<file path="config.mk">
export PLATFORM = sky130hd
export DESIGN_NAME = armleo_weighted_rr_arbiter
export DESIGN_NICKNAME = d
export VERILOG_FILES = /design/src/rtl/armleo_weighted_rr_arbiter.sv
export SDC_FILE = /design/constraint.sdc
export NUM_CORES = 1
export LEC_CHECK = 0
export ABC_AREA = 1
export ABC_CLOCK_PERIOD_IN_PS = 2900
export BUFFER_PORTS_ARGS = -buffer_cell sky130_fd_sc_hd__buf_4
export CORE_ASPECT_RATIO = 1.1
export CORE_MARGIN = 5
export CORE_UTILIZATION = 47
export CTS_BUF_LIST = sky130_fd_sc_hd__clkbuf_8
export DETAILED_ROUTE_END_ITERATION = 16
export PLACE_DENSITY_LB_ADDON = 0.08
export REMOVE_ABC_BUFFERS = 1
export SETUP_SLACK_MARGIN = 0.1
export SLEW_MARGIN = 30
export SYNTH_ARGS = -nofsm -noshare
export SYNTH_HDL_FRONTEND = slang
export SYNTH_SLANG_ARGS = --single-unit
</file>
<file path="constraint.sdc">
create_clock -name clk -period 2.9 [get_ports clk]
set_input_delay 0.29 -clock clk [delete_from_list [all_inputs] [get_ports clk]]
set_output_delay 0.29 -clock clk [all_outputs]
set_load 0.03 [all_outputs]
</file>
<file path="src/rtl/armleo_weighted_rr_arbiter.sv">
`default_nettype none
// ============================================================================
//  Module      : armleo_weighted_rr_arbiter
//  Description : Registered weighted round-robin arbiter. Each requester keeps
//                the grant for up to weight[i] acks; lock extends the grant
//                without spending credit. Back-to-back grants need no bubble.
//  Revision    : 1.0 - initial release
// ============================================================================
module armleo_weighted_rr_arbiter #(
  parameter int WIDTH    = 4,
  parameter int WEIGHT_W = 4
) (
  input  logic                      clk,
  input  logic                      rst,
  input  logic [WIDTH-1:0]          request_i,
  input  logic [WIDTH*WEIGHT_W-1:0] weight_i,
  input  logic                      lock_i,
  input  logic                      ack_i,
  output logic                      grant_vld_o,
  output logic [WIDTH-1:0]          grant_o,
  output logic [$clog2(WIDTH)-1:0]  grant_idx_o
);

  localparam int IDX_W = $clog2(WIDTH);

  localparam logic [0:0] ST_IDLE = 1'b0;
  localparam logic [0:0] ST_BUSY = 1'b1;

  logic [0:0]          state_q,     state_d;
  logic [IDX_W-1:0]    pointer_q,   pointer_d;
  logic [WEIGHT_W-1:0] credit_q,    credit_d;
  logic                grant_vld_q, grant_vld_d;
  logic [WIDTH-1:0]    grant_q,     grant_d;
  logic [IDX_W-1:0]    grant_idx_q, grant_idx_d;

  logic [IDX_W-1:0]    next_ptr;
  logic [IDX_W-1:0]    base_ptr;
  logic                win_found;
  logic [IDX_W-1:0]    win_idx;
  logic [WEIGHT_W-1:0] win_weight;
  logic [WEIGHT_W-1:0] win_weff;

  // Pointer that follows the current holder, wrapping back to requester 0.
  assign next_ptr = (grant_idx_q == IDX_W'(WIDTH - 1)) ? '0 : grant_idx_q + IDX_W'(1);

  // While BUSY the only arbitration that matters is the release-with-ack one,
  // which must already see the advanced pointer in the same cycle.
  assign base_ptr = (state_q == ST_BUSY) ? next_ptr : pointer_q;

  // Rotating priority search: first asserted request starting at base_ptr.
  always_comb begin
    logic [IDX_W:0]   sum;
    logic [IDX_W-1:0] cand;
    win_found = 1'b0;
    win_idx   = '0;
    sum       = '0;
    cand      = '0;
    for (int i = 0; i < WIDTH; i++) begin
      sum = {1'b0, base_ptr} + (IDX_W+1)'(i);
      if (sum >= (IDX_W+1)'(WIDTH)) begin
        sum = sum - (IDX_W+1)'(WIDTH);
      end
      cand = sum[IDX_W-1:0];
      if (!win_found && request_i[cand]) begin
        win_found = 1'b1;
        win_idx   = cand;
      end
    end
  end

  // A zero weight still entitles the winner to one transfer.
  assign win_weight = weight_i[win_idx*WEIGHT_W +: WEIGHT_W];
  assign win_weff   = (win_weight == '0) ? WEIGHT_W'(1) : win_weight;

  // Next-state logic for grant, credit and pointer.
  always_comb begin
    state_d     = state_q;
    pointer_d   = pointer_q;
    credit_d    = credit_q;
    grant_vld_d = grant_vld_q;
    grant_d     = grant_q;
    grant_idx_d = grant_idx_q;

    case (state_q)
      ST_IDLE: begin
        if (win_found) begin
          state_d          = ST_BUSY;
          grant_vld_d      = 1'b1;
          grant_d          = '0;
          grant_d[win_idx] = 1'b1;
          grant_idx_d      = win_idx;
          credit_d         = win_weff;
        end
      end
      default: begin
        if (!ack_i) begin
          // Holder abandoned its request mid-burst: drop the grant, no re-arbitration.
          if (!request_i[grant_idx_q]) begin
            state_d     = ST_IDLE;
            pointer_d   = next_ptr;
            credit_d    = '0;
            grant_vld_d = 1'b0;
            grant_d     = '0;
            grant_idx_d = '0;
          end
        end else if (lock_i) begin
          // Locked transfer: hold the grant and keep the remaining credit.
        end else if (credit_q > WEIGHT_W'(1) && request_i[grant_idx_q]) begin
          credit_d = credit_q - WEIGHT_W'(1);
        end else begin
          pointer_d = next_ptr;
          if (win_found) begin
            grant_d          = '0;
            grant_d[win_idx] = 1'b1;
            grant_idx_d      = win_idx;
            credit_d         = win_weff;
          end else begin
            state_d     = ST_IDLE;
            credit_d    = '0;
            grant_vld_d = 1'b0;
            grant_d     = '0;
            grant_idx_d = '0;
          end
        end
      end
    endcase
  end

  // State registers with asynchronous reset.
  always_ff @(posedge clk or posedge rst) begin
    if (rst) begin
      state_q     <= ST_IDLE;
      pointer_q   <= '0;
      credit_q    <= '0;
      grant_vld_q <= 1'b0;
      grant_q     <= '0;
      grant_idx_q <= '0;
    end else begin
      state_q     <= state_d;
      pointer_q   <= pointer_d;
      credit_q    <= credit_d;
      grant_vld_q <= grant_vld_d;
      grant_q     <= grant_d;
      grant_idx_q <= grant_idx_d;
    end
  end

  assign grant_vld_o = grant_vld_q;
  assign grant_o     = grant_q;
  assign grant_idx_o = grant_idx_q;

endmodule
`default_nettype wire

</file>
==> impl_metrics.env, run 1 <==
export IMPL_outcome="finished, final reports clean"
export IMPL_final_setup_viol_count=0
export IMPL_wl_per_cell_um=12.6
export IMPL_hold_path_class="in2async"
export IMPL_drtIter0Drc=61
export IMPL_grt_usage_pct=17.0
export IMPL_synth_avg_cell_area_um2=7.37
export IMPL_worst_path_most_repeated_cell="nand2_1"
export IMPL_synth_top_area_cell="dfrtp_1"
export IMPL_drc=0
export IMPL_die_x_um=65.6
export IMPL_ctsHoldBuffers=0
export IMPL_cts_tree="yes"
export IMPL_cts_buffers=3
export IMPL_ys_seq_area_share_pct=21.9
export IMPL_dieArea_um2=4670
export IMPL_slew_headroom_pct=64.3
export IMPL_clockBufferDepth=2
export IMPL_core_area_um2=3300
export IMPL_finalPower_mw=2.75
export IMPL_p_leak_nw=1.01
export IMPL_post_cts_buffers=0
export IMPL_synth_edf_count=0
export IMPL_max_freq_mhz=404
export IMPL_clkSinkCount=14
export IMPL_grt_max_degree=15
export IMPL_gp_congestion=0.844
export IMPL_rows=22
export IMPL_fin_crit_ns=2.48
export IMPL_ys_seq_elements=14
export IMPL_crit_type="reg2reg"
export IMPL_slew_viol_final=0
export IMPL_worstPathRequired_ns=3.03
export IMPL_powerDensity_nw_per_um2=1450
export IMPL_synth_commonest_cells="nand2_1 (52), nand2_2 (22), inv_1 (19)"
export IMPL_crit_arrival_ns=2.61
export IMPL_startpoint_type="flop"
export IMPL_path_delay_family="simple AND/OR/NAND/NOR gates"
export IMPL_cts_resized=0
export IMPL_routed_wl_um=3620
export IMPL_vias_per_cell=5.32
export IMPL_synth_area_leaders="dfrtp_1 (22%), nand2_1 (12%), nand2_4 (12%)"
export IMPL_power_internal_mw=1.18
export IMPL_critPathBufInv=1
export IMPL_ant_nets=0
export IMPL_grt_pass1_vias=1422
export IMPL_rsz0062_at_grt="false"
export IMPL_io_pin_count=31
export IMPL_seqPwrFrac_pct=12.9
export IMPL_worst_slew_pin_slew_ns=0.535
export IMPL_drt_pass1_iter_count=4
export IMPL_dp_final_hpwl_um=2970
export IMPL_swShare_pct=57.0
export IMPL_synth_flop_cell="dfrtp_1"
export IMPL_htreeDepth=1
export IMPL_switchingPower_mw=1.57
export IMPL_crit_chain="ha_1, inv_1, nand2_2, nand2_4, nand2_1, nand2_2, nand2_2, nand2_4, nand3_2, nor2_4, nor2_4, nor2_8, nand3_1, nand2_1, nor2_2, nand3_1, nand2_1, nand2_1, a21oi_2"
export IMPL_clkPwrFrac_pct=6.9
export IMPL_fin_nets=278
export IMPL_synthCells=217
export IMPL_portBuffers=30
export IMPL_vias=1521
export IMPL_finalClockSkew_ns=0.00162
export IMPL_synth_async_sr_flop_share_pct=100
export IMPL_worst_path_max_delay_cell="dfrtp_1"
export IMPL_die_h_um=71.2
export IMPL_grt_pass1_wl_um=6330
export IMPL_drive_above_1_share_pct=40.0
export IMPL_p_comb_share_pct=80.2
export IMPL_syn2layout_area_growth_pct=18.9
export IMPL_cts_root_buf="clkbuf_8"
export IMPL_min_period_over_period_pct=85.4
export IMPL_crit_path_max_incr_delay_ns=0.46
export IMPL_path_max_fanout=9
export IMPL_initial_core_util_pct=48.4
export IMPL_synth_cell_types=33
export IMPL_post_synth_top_count_cell="nand2_1"
export IMPL_synth_area_um2=1600
export IMPL_cap_violations=0
export IMPL_whs_ns=0.0869
export IMPL_antennaDiodeCount=0
export IMPL_clk_latency_ns=0.24
export IMPL_clk_pin_slew_ns=0.06
export IMPL_synth_top_area_share_pct=21.9
export IMPL_rrSetupSlack_ns=0.42
export IMPL_peakVddDrop_uv=689
export IMPL_ys_warn_count=0
export IMPL_finalHoldViolations=0
export IMPL_end_kind="flop"
export IMPL_overflow=0
export IMPL_antenna_found_initial=0
export IMPL_tns_ns=0
sequential cells by signal (all words and copies together) (netlist names):
| name | flops |
|---|---|
| grant_idx_o | 2 |
| state_q | 1 |
| grant_vld_o | 1 |
| pointer_q | 2 |
| credit_q | 4 |
| grant_o | 4 |
stage by stage:
step	util, %	std cells	setup slack, ns	area (um2)
after floorplan	-	215	0.497	1570
after global placement	55.9	282	0.428	1850
after detailed placement	55.9	282	0.408	1850
after CTS	57.5	286	0.399	1900
after global routing	57.5	286	0.168	1900
final	57.5	286	0.424	1900
worst register-to-register path, delay by kind of cell (launching register included):
family                     cells  cell delay [ns]
DFF                            1             0.46
AOI/OAI and AO/OA              1             0.05
and+or+nand+nor               16             1.43
adders and majority gates      1             0.35
buffers and inverters          1             0.09
power groups by stage:
stage | registers [mW] | clock network (mW) | logic (mW)
6_report | 0.356 | 0.190 | 2.21
5_1_grt | 0.370 | 0.204 | 2.48
4_1_cts | 0.355 | 0.194 | 2.24
3_5_place_dp | 0.357 | 0 | 2.23
3_3_place_gp | 0.360 | 0 | 2.23
2_1_floorplan | 0.404 | 0 | 1.76
layer usage:
layer	up-vias	part of all wire [%]	wire length (um)	global-route usage [%]
li1	770	-	-	-
met1	703	40	1440	20.6
met2	42	53	1900	30.0
met3	6	6.3	229	3.81
met4	0	1.3	48	4.15
met5	-	0	0	0
final cells by class:
type                    instances  area [um2]
clock buffers                   4        55.1
fillers                       323        1400
inverters                      23        86.3
multi-input cells             178        1130
flip-flops and latches         14         350
well taps                      36        45.0
repair buffers                 31         233
path summary, 6_finish.rpt:
kind,endpoint,from,depth (start not counted)
max,credit_q[0],grant_idx_o[0],19
min,grant_vld_o,rst,2
max reg2reg,credit_q[0],grant_idx_o[0],19
min reg2reg,grant_o[2],grant_o[2],2
max in group asynchronous,credit_q[0],rst,2
min in group clk,state_q,lock_i,3
logic make-up (layout without fill, tap and decap cells):
family,after synthesis,count (layout),synth area share (%)
adders and majority gates,3,3,2.35
AOI/OAI and AO/OA,33,33,14.2
DFF,14,14,21.9
and+or+nand+nor,140,140,53.1
xor gates and xnor gates,2,2,1.10
buffers and inverters,25,58,7.36
cells in the final DEF, fill, tap and decap left out, types with 2 or more instances in the layout:
cell type	n
nand2_1	52
buf_4	31
nand2_2	22
inv_1	19
nand3_1	18
nand2_4	17
dfrtp_1	14
nor2_1	11
o21ai_0	9
a21oi_1	7
nand3_2	6
o21ai_1	5
inv_2	4
nor2_2	4
clkbuf_8	4
ha_1	3
o2111ai_1	2
a21oi_4	2
nor2_4	2
a21oi_2	2
o31ai_1	2
xor2_1	2
nand3b_1	2
(Power assumes the default switching activity.)
==> inputs of run 2 (changes only) <==
--- a/config.mk
+++ b/config.mk
@@ -13,6 +13,7 @@
 export CORE_UTILIZATION = 47
 export CTS_BUF_LIST = sky130_fd_sc_hd__clkbuf_8
 export DETAILED_ROUTE_END_ITERATION = 16
+export GPL_TIMING_DRIVEN = 0
 export PLACE_DENSITY_LB_ADDON = 0.08
 export REMOVE_ABC_BUFFERS = 1
 export SETUP_SLACK_MARGIN = 0.1
==> impl_metrics.env, run 2 (synthesis gave the netlist of run 1 again) <==
export IMPL_use_met3_pct=3.81
export IMPL_core_area_um2=3300
export IMPL_p_leak_nw=1.00
export IMPL_critPathBufInv=1
export IMPL_antennaDiodeCount=0
export IMPL_clk_latency_ns=0.25
export IMPL_drt_pass1_iter_count=4
export IMPL_final_common_cell="nand2_1"
export IMPL_io_pin_count=31
export IMPL_ctsHoldBuffers=0
export IMPL_drc=0
export IMPL_rsz0062_at_grt="false"
export IMPL_clockBufferDepth=2
export IMPL_cts_root_buf="clkbuf_8"
export IMPL_worst_path_max_delay_cell="dfrtp_2"
export IMPL_worst_path_most_repeated_cell="nand2_1"
export IMPL_die_h_um=71.2
export IMPL_cap_violations=0
export IMPL_vias=1482
export IMPL_fillCellCount=333
export IMPL_worst_slew_pin_slew_ns=0.569
export IMPL_finalClockSkew_ns=0.00152
export IMPL_wl_per_cell_um=12.8
export IMPL_grt_pass1_wl_um=6390
export IMPL_crit_chain="ha_1, inv_1, nand2_2, nand2_4, nand2_1, nand2_2, nand2_2, nand2_4, nand3_2, nor2_4, nor2_4, nor2_8, nand3_1, nand2_1, nor2_2, nand3_1, nand2_1, nand2_1, a21oi_2"
export IMPL_slew_viol_final=0
export IMPL_clk_pin_slew_ns=0.06
export IMPL_crit_type="reg2reg"
export IMPL_overflow=0
export IMPL_die_x_um=65.6
export IMPL_portBuffers=30
export IMPL_clkSinkCount=14
export IMPL_crit_path_max_incr_delay_ns=0.46
export IMPL_fin_crit_ns=2.53
export IMPL_dp_final_hpwl_um=2900
export IMPL_post_cts_buffers=0
export IMPL_path_delay_family="simple AND/OR/NAND/NOR gates"
export IMPL_seq_area_um2=352
export IMPL_syn2layout_area_growth_pct=18.5
export IMPL_outcome="finished, final reports clean"
export IMPL_multi_input_area_um2=1130
export IMPL_final_cell_mix="nand2_1 (52), buf_4 (30), nand2_2 (22)"
export IMPL_grt_util_met1_pct=22.3
export IMPL_cts_resized=0
export IMPL_gp_congestion=0.863
export IMPL_peakVddDrop_uv=623
export IMPL_path_max_fanout=9
export IMPL_max_freq_mhz=395
export IMPL_grt_max_degree=15
export IMPL_worstPathRequired_ns=3.04
export IMPL_finalPower_mw=2.77
export IMPL_antenna_found_initial=0
export IMPL_grt_met2_usage_pct=29.0
export IMPL_grt_usage_pct=17.1
export IMPL_placed_area_um2=1840
export IMPL_slew_headroom_pct=62.1
export IMPL_min_period_over_period_pct=87.2
export IMPL_cts_tree="yes"
export IMPL_dieArea_um2=4670
export IMPL_powerDensity_nw_per_um2=1460
export IMPL_design_area_um2=1890
export IMPL_hold_path_class="in2async"
export IMPL_startpoint_type="flop"
export IMPL_grt_pass1_vias=1426
export IMPL_end_kind="flop"
export IMPL_tns_ns=0
export IMPL_drive_above_1_share_pct=40.2
export IMPL_crit_arrival_ns=2.67
export IMPL_initial_core_util_pct=48.4
export IMPL_vias_per_cell=5.20
export IMPL_ant_nets=0
export IMPL_whs_ns=0.0898
export IMPL_cts_buffers=3
export IMPL_drtIter0Drc=86
export IMPL_busiest_layer="met2"
export IMPL_final_setup_viol_count=0
export IMPL_fin_nets=277
export IMPL_rows=22
export IMPL_finalHoldViolations=0
export IMPL_htreeDepth=1
export IMPL_routed_wl_um=3640
[run 2: worst paths after layout]
| path | startpoint | endpoint | slack (ns) | cells past startpoint |
|---|---|---|---|---|
| min | rst | credit_q[1] | 0.09 | 2 |
| max in group asynchronous | rst | grant_idx_o[0] | 2.40 | 2 |
| min in group clk | lock_i | state_q | 0.32 | 3 |
| max | grant_idx_o[0] | credit_q[0] | 0.37 | 19 |
| min reg2reg | grant_o[2] | grant_o[2] | 0.50 | 2 |
| max reg2reg | grant_idx_o[0] | credit_q[0] | 0.37 | 19 |
[run 2: routing by layer]
| layer | part of all wire, % | vias up |
|---|---|---|
| li1 | - | 771 |
| met1 | 43 | 682 |
| met2 | 52 | 29 |
| met3 | 5.0 | 0 |
| met4 | 0 | 0 |
| met5 | 0 | - |
[run 2: area by class of cell]
class,instances,area share (%)
clock buffers,4,2.91
inverters,23,4.56
multi-input cells,178,59.7
flip-flops and latches,14,18.6
well taps,36,2.38
repair buffers,30,11.9
[run 2: power breakdown]
part / internal (mW) / total [mW] / switching, mW
Combinational: 0.776 / 2.20 / 1.42
Sequential: 0.279 / 0.369 / 0.0900
Clock: 0.121 / 0.199 / 0.0786
[run 2: stage by stage]
stage / cells / setup slack [ns] / utilization, %
final: 285 / 0.371 / 57.3
after floorplan: 215 / 0.497 / -
after CTS: 285 / 0.310 / 57.3
after global placement: 281 / 0.335 / 55.6
after global routing: 285 / 0.111 / 57.3
after detailed placement: 281 / 0.323 / 55.6
==> inputs of run 3 (changes only) <==
--- a/config.mk
+++ b/config.mk
@@ -7,12 +7,12 @@
 export LEC_CHECK = 0
 export ABC_AREA = 1
 export ABC_CLOCK_PERIOD_IN_PS = 2900
-export BUFFER_PORTS_ARGS = -buffer_cell sky130_fd_sc_hd__buf_4
 export CORE_ASPECT_RATIO = 1.1
 export CORE_MARGIN = 5
 export CORE_UTILIZATION = 47
 export CTS_BUF_LIST = sky130_fd_sc_hd__clkbuf_8
 export DETAILED_ROUTE_END_ITERATION = 16
+export DONT_BUFFER_PORTS = 1
 export GPL_TIMING_DRIVEN = 0
 export PLACE_DENSITY_LB_ADDON = 0.08
 export REMOVE_ABC_BUFFERS = 1
==> impl_metrics.env, run 3 (synthesis gave the netlist of run 1 again) <==
export IMPL_use_met3_pct=3.33
export IMPL_multi_input_area_um2=1150
export IMPL_worst_r2r_path_depth=15
export IMPL_drive_above_1_share_pct=33.5
export IMPL_gp_congestion=0.844
export IMPL_clkSinkCount=14
export IMPL_final_setup_viol_count=0
export IMPL_slew_headroom_pct=64.7
export IMPL_max_freq_mhz=393
export IMPL_grt_util_met1_pct=18.6
export IMPL_grt_pass1_wl_um=6090
export IMPL_final_common_cell="nand2_1"
export IMPL_syn2layout_area_growth_pct=6.73
export IMPL_worst_slew_pin_slew_ns=0.529
export IMPL_routed_wl_um=3660
export IMPL_fin_nets=249
export IMPL_drt_pass1_iter_count=4
export IMPL_antennaDiodeCount=0
export IMPL_fillCellCount=347
export IMPL_worstPathRequired_ns=3.03
export IMPL_slew_viol_final=0
export IMPL_worstReg2RegEnd="grant_o[1]"
export IMPL_worstReg2RegStart="grant_idx_o[0]"
export IMPL_tns_ns=0
export IMPL_path_max_fanout=8
export IMPL_finalClockSkew_ns=0.00633
export IMPL_ant_nets=0
export IMPL_grt_met2_usage_pct=28.7
export IMPL_min_period_over_period_pct=87.7
export IMPL_die_h_um=71.2
export IMPL_seq_area_um2=354
export IMPL_drtIter0Drc=112
export IMPL_hold_path_class="in2reg"
export IMPL_cap_violations=0
export IMPL_cts_buffers=3
export IMPL_wl_per_cell_um=14.2
export IMPL_dieArea_um2=4670
export IMPL_fin_crit_ns=2.54
export IMPL_core_area_um2=3300
export IMPL_crit_type="reg2reg"
export IMPL_cts_root_buf="clkbuf_8"
export IMPL_grt_pass1_vias=1396
export IMPL_grt_max_degree=15
export IMPL_rows=22
export IMPL_grt_usage_pct=16.1
export IMPL_overflow=0
export IMPL_portBuffers=0
export IMPL_holdPathStages=2
export IMPL_antenna_found_initial=0
export IMPL_final_cell_mix="nand2_1 (52), nand2_2 (22), inv_1 (19)"
export IMPL_stdcell_count=257
export IMPL_vias=1413
export IMPL_io_pin_count=31
export IMPL_vias_per_cell=5.50
export IMPL_die_x_um=65.6
export IMPL_finalHoldViolations=0
export IMPL_crit_arrival_ns=2.67
export IMPL_dp_final_hpwl_um=2950
export IMPL_cts_tree="yes"
export IMPL_end_kind="flop"
export IMPL_htreeDepth=1
export IMPL_clockBufferDepth=2
export IMPL_holdPathEnd="state_q"
export IMPL_hold_start="lock_i"
export IMPL_startpoint_type="flop"
export IMPL_busiest_layer="met2"
export IMPL_rrSetupSlack_ns=0.36
export IMPL_dp_cells=251
export IMPL_initial_core_util_pct=48.4
export IMPL_outcome="finished, final reports clean"
export IMPL_rsz0062_at_grt="false"
export IMPL_drc=0
export IMPL_clk_latency_ns=0.25
export IMPL_clk_pin_slew_ns=0.06
-- run 3: cell types whose count changed in the layout (fill, tap and decap cells not counted), sizes merged --
| cell | delta |
|---|---|
| dlygate4sd3 | +1 |
| buf | -29 |
-- run 3: worst max-delay path, stage by stage (launching register included) --
cell,delay (ns)
dfrtp_2,0.52
ha_4,0.29
inv_1,0.08
nand2_2,0.06
nand2_4,0.12
nand2_1,0.07
nand2_2,0.10
nand2_2,0.07
nand2_4,0.10
nand3_2,0.12
nor2_4,0.16
buf_4,0.15
nor2_1,0.06
nor2_1,0.20
nor2_2,0.09
a32o_1,0.22
-- run 3: stage by stage --
step                hold slack (ns)  util (%)  worst slack (ns)  instance area (um2)
detailed placement            0.258      48.8             0.153                 1610
global route                  0.201      51.7             0.160                 1710
finish                        0.196      51.7             0.358                 1710
CTS                           0.187      50.8             0.139                 1680
floorplan                     0.179         -             0.497                 1570
global placement              0.249      48.8             0.180                 1610
-- run 3: cell type report --
class | count | area share, %
inverter | 23 | 5.06
multi-input combinational | 178 | 67.3
timing repair buffer | 2 | 1.03
sequential | 14 | 20.7
clock buffer | 4 | 3.23
tap | 36 | 2.64
-- run 3: layer usage --
| metal | share of wire [%] | up-vias |
|---|---|---|
| li1 | - | 719 |
| met1 | 43 | 653 |
| met2 | 51 | 35 |
| met3 | 4.6 | 6 |
| met4 | 1.5 | 0 |
| met5 | 0 | - |
-- run 3: worst max path at each step --
stage                               from          end
after floorplan           grant_idx_o[0]  credit_q[0]
after global placement    grant_idx_o[0]  credit_q[0]
after detailed placement  grant_idx_o[0]  credit_q[0]
after CTS                 grant_idx_o[0]  credit_q[0]
after global routing      grant_idx_o[0]  credit_q[0]
final                     grant_idx_o[0]   grant_o[1]
-- run 3: timing repair --
item | CTS | global route
gates resized for setup | 0 | 5
setup endpoints to repair | 0 | 9
setup buffers | 0 | 1
hold buffers | 1 | 0
hold endpoints to repair | 14 | 0
Power of run 3 is left out: the tool's default activity adds up to more than one toggle a clock period on the data nets, which glitch-free logic cannot reach.
